### src/rtl/regfile_pkg.sv
// Shared definitions for the register-file writeback path: PPP mode codes,
// default widths and the grant encoding used by the writeback arbiter.
package regfile_pkg;

  localparam int DATA_WIDTH_DEF = 64;
  localparam int ADDR_WIDTH_DEF = 5;
  localparam int PPP_WIDTH      = 3;

  // Codes 5-7 are not listed; they travel through the arbiter untouched.
  typedef enum logic [PPP_WIDTH-1:0] {
    PPP_A = 3'b000,
    PPP_U = 3'b001,
    PPP_D = 3'b010,
    PPP_E = 3'b011,
    PPP_O = 3'b100
  } ppp_e;

  typedef enum logic [1:0] {
    GNT_NONE = 2'd0,
    GNT_ALU  = 2'd1,
    GNT_LD   = 2'd2
  } grant_e;

endpackage

### src/rtl/wb_fifo.sv
// Synchronous FIFO for load returns. Pointers wrap modulo DEPTH (power of two);
// a push into a full FIFO is accepted only when a pop happens the same cycle.
module wb_fifo #(
  parameter int WIDTH = 8,
  parameter int DEPTH = 4
) (
  input  logic                       clk,
  input  logic                       reset,
  input  logic                       push,
  input  logic                       pop,
  input  logic [WIDTH-1:0]           wdata,
  output logic [WIDTH-1:0]           rdata,
  output logic                       full,
  output logic                       empty,
  output logic [$clog2(DEPTH):0]     count
);

  localparam int PW = $clog2(DEPTH);
  localparam int CW = PW + 1;

  logic [WIDTH-1:0] mem [DEPTH];
  logic [PW-1:0]    wr_ptr;
  logic [PW-1:0]    rd_ptr;
  logic             do_push;
  logic             do_pop;

  assign empty   = (count == '0);
  assign full    = (count == CW'(DEPTH));
  assign do_pop  = pop && !empty;
  assign do_push = push && (!full || do_pop);
  assign rdata   = mem[rd_ptr];

  always_ff @(posedge clk or negedge reset) begin
    if (!reset) begin
      wr_ptr <= '0;
      rd_ptr <= '0;
      count  <= '0;
    end else begin
      if (do_push) wr_ptr <= wr_ptr + PW'(1);
      if (do_pop)  rd_ptr <= rd_ptr + PW'(1);
      case ({do_push, do_pop})
        2'b10:   count <= count + CW'(1);
        2'b01:   count <= count - CW'(1);
        default: count <= count;
      endcase
    end
  end

  // Storage is never reset; stale entries are unreachable once the pointers clear.
  always_ff @(posedge clk) begin
    if (do_push) mem[wr_ptr] <= wdata;
  end

endmodule

### src/rtl/regfile_wb_arbiter.sv
// Arbitrates the register file's single write port between the execute stage
// (valid/ready) and a queue of load returns, with bounded load starvation.
module regfile_wb_arbiter
  import regfile_pkg::*;
#(
  parameter int DATA_WIDTH = DATA_WIDTH_DEF,
  parameter int ADDR_WIDTH = ADDR_WIDTH_DEF,
  parameter int LD_DEPTH   = 4,
  parameter int STARVE_MAX = 4
) (
  input  logic                  clk,
  input  logic                  reset,
  input  logic                  aluValid,
  output logic                  aluReady,
  input  logic [ADDR_WIDTH-1:0] aluAddr,
  input  logic [DATA_WIDTH-1:0] aluData,
  input  logic [2:0]            aluPpp,
  input  logic                  ldValid,
  input  logic [ADDR_WIDTH-1:0] ldAddr,
  input  logic [DATA_WIDTH-1:0] ldData,
  input  logic [2:0]            ldPpp,
  output logic                  ldFull,
  output logic                  ldOverflow,
  output logic                  wrEn,
  output logic [ADDR_WIDTH-1:0] wrAddr,
  output logic [DATA_WIDTH-1:0] dataIn,
  output logic [2:0]            ppp
);

  localparam int EW = ADDR_WIDTH + DATA_WIDTH + 3;
  localparam int CW = $clog2(LD_DEPTH) + 1;
  localparam int SW = $clog2(STARVE_MAX + 1);

  // Handshake: the ALU beat transfers on a cycle with aluValid && aluReady.
  // aluReady drops only on a forced-load cycle; loads have no backpressure.

  logic [EW-1:0]         ld_entry;
  logic [EW-1:0]         head;
  logic [ADDR_WIDTH-1:0] head_addr;
  logic [DATA_WIDTH-1:0] head_data;
  logic [2:0]            head_ppp;
  logic                  fifo_full;
  logic                  fifo_empty;
  logic                  fifo_pop;
  logic [CW-1:0]         ld_count;
  logic [SW-1:0]         starve_cnt;
  logic                  force_ld;
  grant_e                grant;

  assign ld_entry = {ldAddr, ldData, ldPpp};
  assign {head_addr, head_data, head_ppp} = head;

  wb_fifo #(
    .WIDTH (EW),
    .DEPTH (LD_DEPTH)
  ) u_ld_fifo (
    .clk   (clk),
    .reset (reset),
    .push  (ldValid),
    .pop   (fifo_pop),
    .wdata (ld_entry),
    .rdata (head),
    .full  (fifo_full),
    .empty (fifo_empty),
    .count (ld_count)
  );

  assign force_ld = (starve_cnt == SW'(STARVE_MAX));
  assign aluReady = !force_ld;
  assign ldFull   = (ld_count == CW'(LD_DEPTH));

  // No grant while reset is held, so nothing reaches the regfile during reset.
  always_comb begin
    grant = GNT_NONE;
    if (reset) begin
      if (aluValid && !force_ld) grant = GNT_ALU;
      else if (!fifo_empty)      grant = GNT_LD;
    end
  end

  assign fifo_pop = (grant == GNT_LD);

  always_ff @(posedge clk or negedge reset) begin
    if (!reset) begin
      starve_cnt <= '0;
    end else if (fifo_pop || fifo_empty) begin
      starve_cnt <= '0;
    end else if (grant == GNT_ALU) begin
      starve_cnt <= starve_cnt + SW'(1);
    end
  end

  always_ff @(posedge clk or negedge reset) begin
    if (!reset) begin
      ldOverflow <= 1'b0;
    end else if (ldValid && fifo_full && !fifo_pop) begin
      ldOverflow <= 1'b1;
    end
  end

  // Address 0 is consumed like any other entry but never written.
  always_comb begin
    wrEn   = 1'b0;
    wrAddr = '0;
    dataIn = '0;
    ppp    = '0;
    case (grant)
      GNT_ALU: begin
        wrAddr = aluAddr;
        dataIn = aluData;
        ppp    = aluPpp;
        wrEn   = (aluAddr != '0);
      end
      GNT_LD: begin
        wrAddr = head_addr;
        dataIn = head_data;
        ppp    = head_ppp;
        wrEn   = (head_addr != '0);
      end
      default: begin
        wrEn = 1'b0;
      end
    endcase
  end

endmodule

### config.mk
export PLATFORM = sky130hd
export DESIGN_NAME = regfile_wb_arbiter
export DESIGN_NICKNAME = d
export VERILOG_FILES = /design/src/rtl/regfile_pkg.sv /design/src/rtl/wb_fifo.sv /design/src/rtl/regfile_wb_arbiter.sv
export SDC_FILE = /design/constraint.sdc
export NUM_CORES = 1
export LEC_CHECK = 0
export CAP_MARGIN = 10
export CELL_PAD_IN_SITES_DETAIL_PLACEMENT = 1
export CELL_PAD_IN_SITES_GLOBAL_PLACEMENT = 2
export CORE_MARGIN = 1.5
export CORE_UTILIZATION = 42
export DETAILED_ROUTE_END_ITERATION = 8
export GPL_TIMING_DRIVEN = 0
export PLACE_DENSITY = 0.95
export SLEW_MARGIN = 15
export SYNTH_ARGS = -nofsm -noshare
export SYNTH_HDL_FRONTEND = slang
export SYNTH_SLANG_ARGS = --single-unit
### constraint.sdc
create_clock -name clk -period 9.3 [get_ports clk]
set_input_delay 1.395 -clock clk [delete_from_list [all_inputs] [get_ports clk]]
set_output_delay 1.395 -clock clk [all_outputs]
set_load 0.1 [all_outputs]
### Word-level counts from Yosys, hierarchy flattened

Memory sizes are Yosys's and may differ from the RTL's.
Index checks and enable logic that the tools add are counted.

| operators by class | value |
|---|---|
| $add $sub $neg | 5 |
| equal/unequal tests | 6 |
| muxes and demuxes | 12 |
| reduce and logical (&&, ||, !) cells | 16 |

Operators with widths:

| operator | count |
|---|---|
| $pmux 64 s2 | 1 |
| $pmux 3 s2 | 2 |
| $pmux 5 s2 | 1 |
| $reduce_bool 5->1 | 2 |
| $add 3x1->3 const B | 2 |
| $eq 3x3->1 const B | 2 |
| $mux 2 | 3 |
| $mux 3 | 2 |
| $logic_and 1x1->1 | 5 |
| $add 2x1->2 const B | 2 |
| $eq 2x1->1 const B | 2 |
| $eq 2x2->1 const B | 2 |
| $logic_not 1->1 | 4 |
| $reduce_bool 2->1 | 2 |
| $logic_not 3->1 | 1 |
| $sub 3x1->3 const B | 1 |
| $logic_or 1x1->1 | 2 |
| $mux 1 | 2 |
| $pmux 1 s2 | 1 |

| word-level totals | value |
|---|---|
| register bits | 11 |
| memory bits (writable) | 288 |
| input port bits | 148 |
| output and inout port bits | 76 |
| word-level logic and storage cells | 45 |
| memories | 1 |

Memories:

| memory | depth | bits a word | rd ports | clocked after memory_dff | write ports | RTL line | text |
|---|---|---|---|---|---|---|---|
| u_ld_fifo.mem | 4 | 72 | 1 | 0 | 1 | wb_fifo.sv:21 | `logic [WIDTH-1:0] mem [DEPTH];` |

### Logic depth before layout (Yosys ltp)

| logic depth | value |
|---|---|
| depth after elaboration | 11 |
| depth in mapped cells | 11 |
| depth with buffers taken out | 10 |

### By module

From an unflattened synthesis, not the netlist that was laid out.

| second synthesis, totals | value |
|---|---|
| cells, all modules | 618 |
| area, all modules | 12025.3 um^2 |

Modules (own cells, without submodules):

| module | instances | cells each | area an instance (um^2) |
|---|---|---|---|
| wb_fifo | 1 | 414 | 10795.4 |
| regfile_wb_arbiter | 1 | 204 | 1229.9 |

### Worst setup path after synthesis

Ideal clock, no wire load.

| path | value |
|---|---|
| path kind | input to output |
| from | input port aluValid |
| to | output port dataIn[0] |
| arrival | 3190 ps |
| required time | 7905 ps |
| slack | 4715 ps |
| stages | 5 |
| buffers on the path | 2 |
| cell sequence | a21boi_1 and2_1 buf_2 clkbuf_1 a22o_1 |

| on the way | value |
|---|---|
| cells in the longest elaborated chain, start to end | 5 |
| elaborated cells between the ends (all ways) | 6 |

Ends and longest elaborated chain:

| what | RTL line | text |
|---|---|---|
| start, declared | regfile_wb_arbiter.sv:13 | `input logic aluValid,` |
| $logic_and 1x1->1 * | regfile_wb_arbiter.sv:76 | `if (aluValid && !force_ld) grant = GNT_ALU;` |
| $mux 2 * | regfile_wb_arbiter.sv:76 |  |
| $mux 2 * | regfile_wb_arbiter.sv:75 | `if (reset) begin` |
| $eq 2x2->1 / $eq 2x1->1 (equally long branches) | regfile_wb_arbiter.sv:107 | `case (grant)` |
| $pmux 64 s2 * | regfile_wb_arbiter.sv:107 |  |
| end, declared | regfile_wb_arbiter.sv:26 | `output logic [DATA_WIDTH-1:0] dataIn,` |

Mark *: on every way between the ends. The rest lies on a longest branch, timed or not.

### Final worst setup path

| path | value |
|---|---|
| from | input port reset |
| to | output port wrAddr[1] |

| on the way | value |
|---|---|
| cells in the longest elaborated chain, start to end | 3 |
| elaborated cells between the ends (all ways) | 4 |

Ends and longest elaborated chain:

| what | RTL line | text |
|---|---|---|
| start, declared | regfile_wb_arbiter.sv:12 | `input logic reset,` |
| $mux 2 * | regfile_wb_arbiter.sv:75 |  |
| $eq 2x2->1 / $eq 2x1->1 (equally long branches) | regfile_wb_arbiter.sv:107 |  |
| $pmux 5 s2 * | regfile_wb_arbiter.sv:107 |  |
| end, declared | regfile_wb_arbiter.sv:25 | `output logic [ADDR_WIDTH-1:0] wrAddr,` |

Marked as above.

==> impl_metrics.ini <==
[logic_synthesis]
synth_top_family_by_area = multiplexers
synth_compound_area_share_pct = 6.25
synthAdderAreaFrac_pct = 0.808
yosysWarnings = 0
synth_cells = 540
synth-seq-cells = 299
syn_nets = 695
synthMuxAreaShare_pct = 14.0
avgSynthCellArea_um2 = 21.8
ys_types = 36
ys_seq_area_share_pct = 75.8
synth-simple-area-share_pct = 1.19
yosys.area_share.xor_xnor_pct = 0.521
syn_area_um2 = 11800

[sta]
maxSlewHeadroom_pct = 30.2
tightest_slew_ps = 1040
hold_viol_final = 0
period_minus_slack_ps = 6910
finalWorstSetupSlack_ps = 2390
max_freq_mhz = 145
finClkSkew_ps = 16.0
slew_viol_final = 0
rsz0062_at_grt = no
final-setup-viol-count = 0
fin_setup_tns_ps = 0
min_period_over_period_pct = 74.3

[pwr]
leakagePower_uw = 0.00511
ir_worst_vdd_mv = 0.168
power_density_nw_per_um2 = 310

[clock_tree]
cts_root_buffer = clkbuf_16
cts_hold_buf = 0
htree_levels = 1
clkTransAtPathRegs_ps = 70
tritoncts = built
postCtsSetupRepairBufs = 0
clkSinkCount = 299
ctsResizeCount = 0
numCtsBuffers = 30
clockBufferDepth = 3
clock_latency_ps = 540

[worst_setup_path]
cp_num_buf_inv = 5
slowest_stage = clkdlybuf4s50_1
crit_chain = clkdlybuf4s50_1 -> inv_1 -> nor3_1 -> clkbuf_1 -> buf_2 -> a22o_1 -> clkdlybuf4s50_1
crit_path_start_kind = input pin
r2r-start = starve_cnt[0]
cp.arrival_ps = 5520
cp_data_required_time_ps = 7910
critical_path_class = input pin to output pin
cp-end-kind = output pin
cp_max_fo = 16
cp_top_family = buffers and inverters
worst_path_most_repeated_cell = clkdlybuf4s50_1
startpoint = reset
max_stage_delay_ps = 1180

[layout]
multi_input_area_um2 = 2690
regArea_um2 = 8920
nets = 954
postLayoutCoreUtil_pct = 55.9
n_fill_cell = 2468
drive_above_1_share_pct = 17.7
design_area_um2 = 15500
synthToLayoutAreaGrowth_pct = 31.5

[global_route]
overflow = 0
grt_first_pass_wirelength_mm = 41.7
antenna_found_initial = 3
grt_start_max_net_pins = 46
grt_pass1_vias = 6945
grt.total_usage_pct = 19.4

[floorplan]
rows = 61
die_w_um = 170
io_pins = 224
initial_core_util_pct = 42.5
die_area_um2 = 29000
core-area_um2 = 27700
chipHeight_um = 170

[flow_run]
drv_cap = 0

[route]
via_per_inst = 5.36
drc_errors = 0
dr.pass1.iters = 5
vias = 6424
wl_per_cell_um = 23.4
wl_mm = 28.0
detail-route-antenna-nets = 0
drt_iter0_markers = 362

[placed_design]
port-buffer-count = 223
routabilityCongestion = 0.725
dp_hpwl_mm = 18.7
place_ws_ps = 2350
dpl-instance-area_um2 = 14600

[worst_hold_path]
min_from = ldOverflow
hold_path.class = flop to flop

[run_status]
outcome = complete, no violations
flip-flops by register name (all words and copies together), names as in the netlist:
| signal | cells |
|---|---|
| ldOverflow | 1 |
| starve_cnt | 3 |
| u_ld_fifo.count | 3 |
| u_ld_fifo.mem | 288 |
| u_ld_fifo.rd_ptr | 2 |
| u_ld_fifo.wr_ptr | 2 |
path summary, 6_finish.rpt:
kind	slack (ps)	cells past startpoint	endpoint
worst min-delay path	470	1	ldOverflow
worst max register to register	6160	11	u_ld_fifo.count[2]
min in group asynchronous	1270	1	ldOverflow
max in group asynchronous	7580	1	u_ld_fifo.rd_ptr[0]
worst min register to register	470	1	ldOverflow
worst max-delay path	2390	7	wrAddr[1]
power by group:
group | internal [uW] | switching [uW] | total, uW
registers | 1780 | 73.1 | 1850
logic | 657 | 1210 | 1860
clock network | 601 | 480 | 1080
logic make-up after synthesis:
family / after synthesis
multiplexers: 74
flip-flops: 299
AND/OR/NAND/NOR: 27
XOR/XNOR: 7
AO/OA/AOI/OAI: 86
adder cells (fa/ha/maj): 7
buffers and inverters: 40
area by class of cell:
cell class | count | share of cell area, %
multi-input cells | 201 | 17.3
repair buffers | 227 | 15.1
clock inverters | 20 | 0.687
plain buffers | 32 | 0.945
flip-flops and latches | 299 | 57.6
inverters | 8 | 0.194
clock buffers | 32 | 5.03
well taps | 378 | 3.05
diodes | 2 | 0.0323
cell usage after synthesis, drive strengths merged:
library cell / instances / area share (%)
mux2i: 1 / 0.085
edfxtp: 288 / 73
nand2: 6 / 0.19
ha: 6 / 0.64
inv: 8 / 0.26
buf: 18 / 0.80
o21ai: 3 / 0.16
nor2: 5 / 0.16
fa: 1 / 0.17
nor2b: 1 / 0.053
a2bb2oi: 1 / 0.074
nor3: 5 / 0.21
a22oi: 1 / 0.064
clkbuf: 14 / 0.45
nand2b: 1 / 0.053
a2111oi: 1 / 0.074
o31a: 1 / 0.074
mux4: 72 / 14
o21a: 1 / 0.064
or4: 2 / 0.16
and2: 6 / 0.32
a21oi: 1 / 0.042
a22o: 72 / 5.4
a211o: 1 / 0.074
o211ai: 2 / 0.13
a31o: 1 / 0.074
xor2: 3 / 0.22
xnor2: 4 / 0.30
nand3: 1 / 0.042
dfrtp: 11 / 2.3
mux2: 1 / 0.096
a21boi: 1 / 0.064
cell usage in the layout, fill, tap and decap left out, types with 2 or more instances in the layout:
cell and count:
a22o_1 72, and2_1 2, and2_4 4, buf_1 2, buf_16 3, buf_2 15, clkbuf_1 15, clkbuf_16 31
clkdlybuf4s50_1 223, clkinv_1 6, clkinv_2 9, clkinvlp_4 4, dfrtp_1 11, diode_2 2, edfxtp_1 288, ha_1 6
inv_1 8, mux4_2 72, nand2_1 6, nor2_1 5, nor3_1 5, o211ai_1 2, o21ai_0 2, xnor2_1 4
xor2_1 3
per-layer routing:
metal	vias up	part of all wire, %	global-route usage, %
li1	2833	-	-
met1	3344	41	25.0
met2	199	51	33.5
met3	46	6.5	4.28
met4	2	2.0	4.50
met5	-	0.039	0
through the flow:
stage	power [uW]	instances	hold WS (ps)
after detailed placement	3760	1145	465
after floorplan	3210	540	529
after global routing	4980	1198	508
after global placement	3720	1141	450
after CTS	4850	1197	480
final	4790	1199	473
worst reg2reg max path, cell delays in order, from the launching register on:
cell      delay [ps]
dfrtp_1          410
inv_1             70
ha_1             180
a21boi_1         190
nor3_1           510
clkbuf_1         530
nand2_1          150
fa_1             420
nor2b_1          150
o21ai_0          140
o31a_1           150
o211ai_1         170
Note: power is estimated with default switching activity, not from simulation.
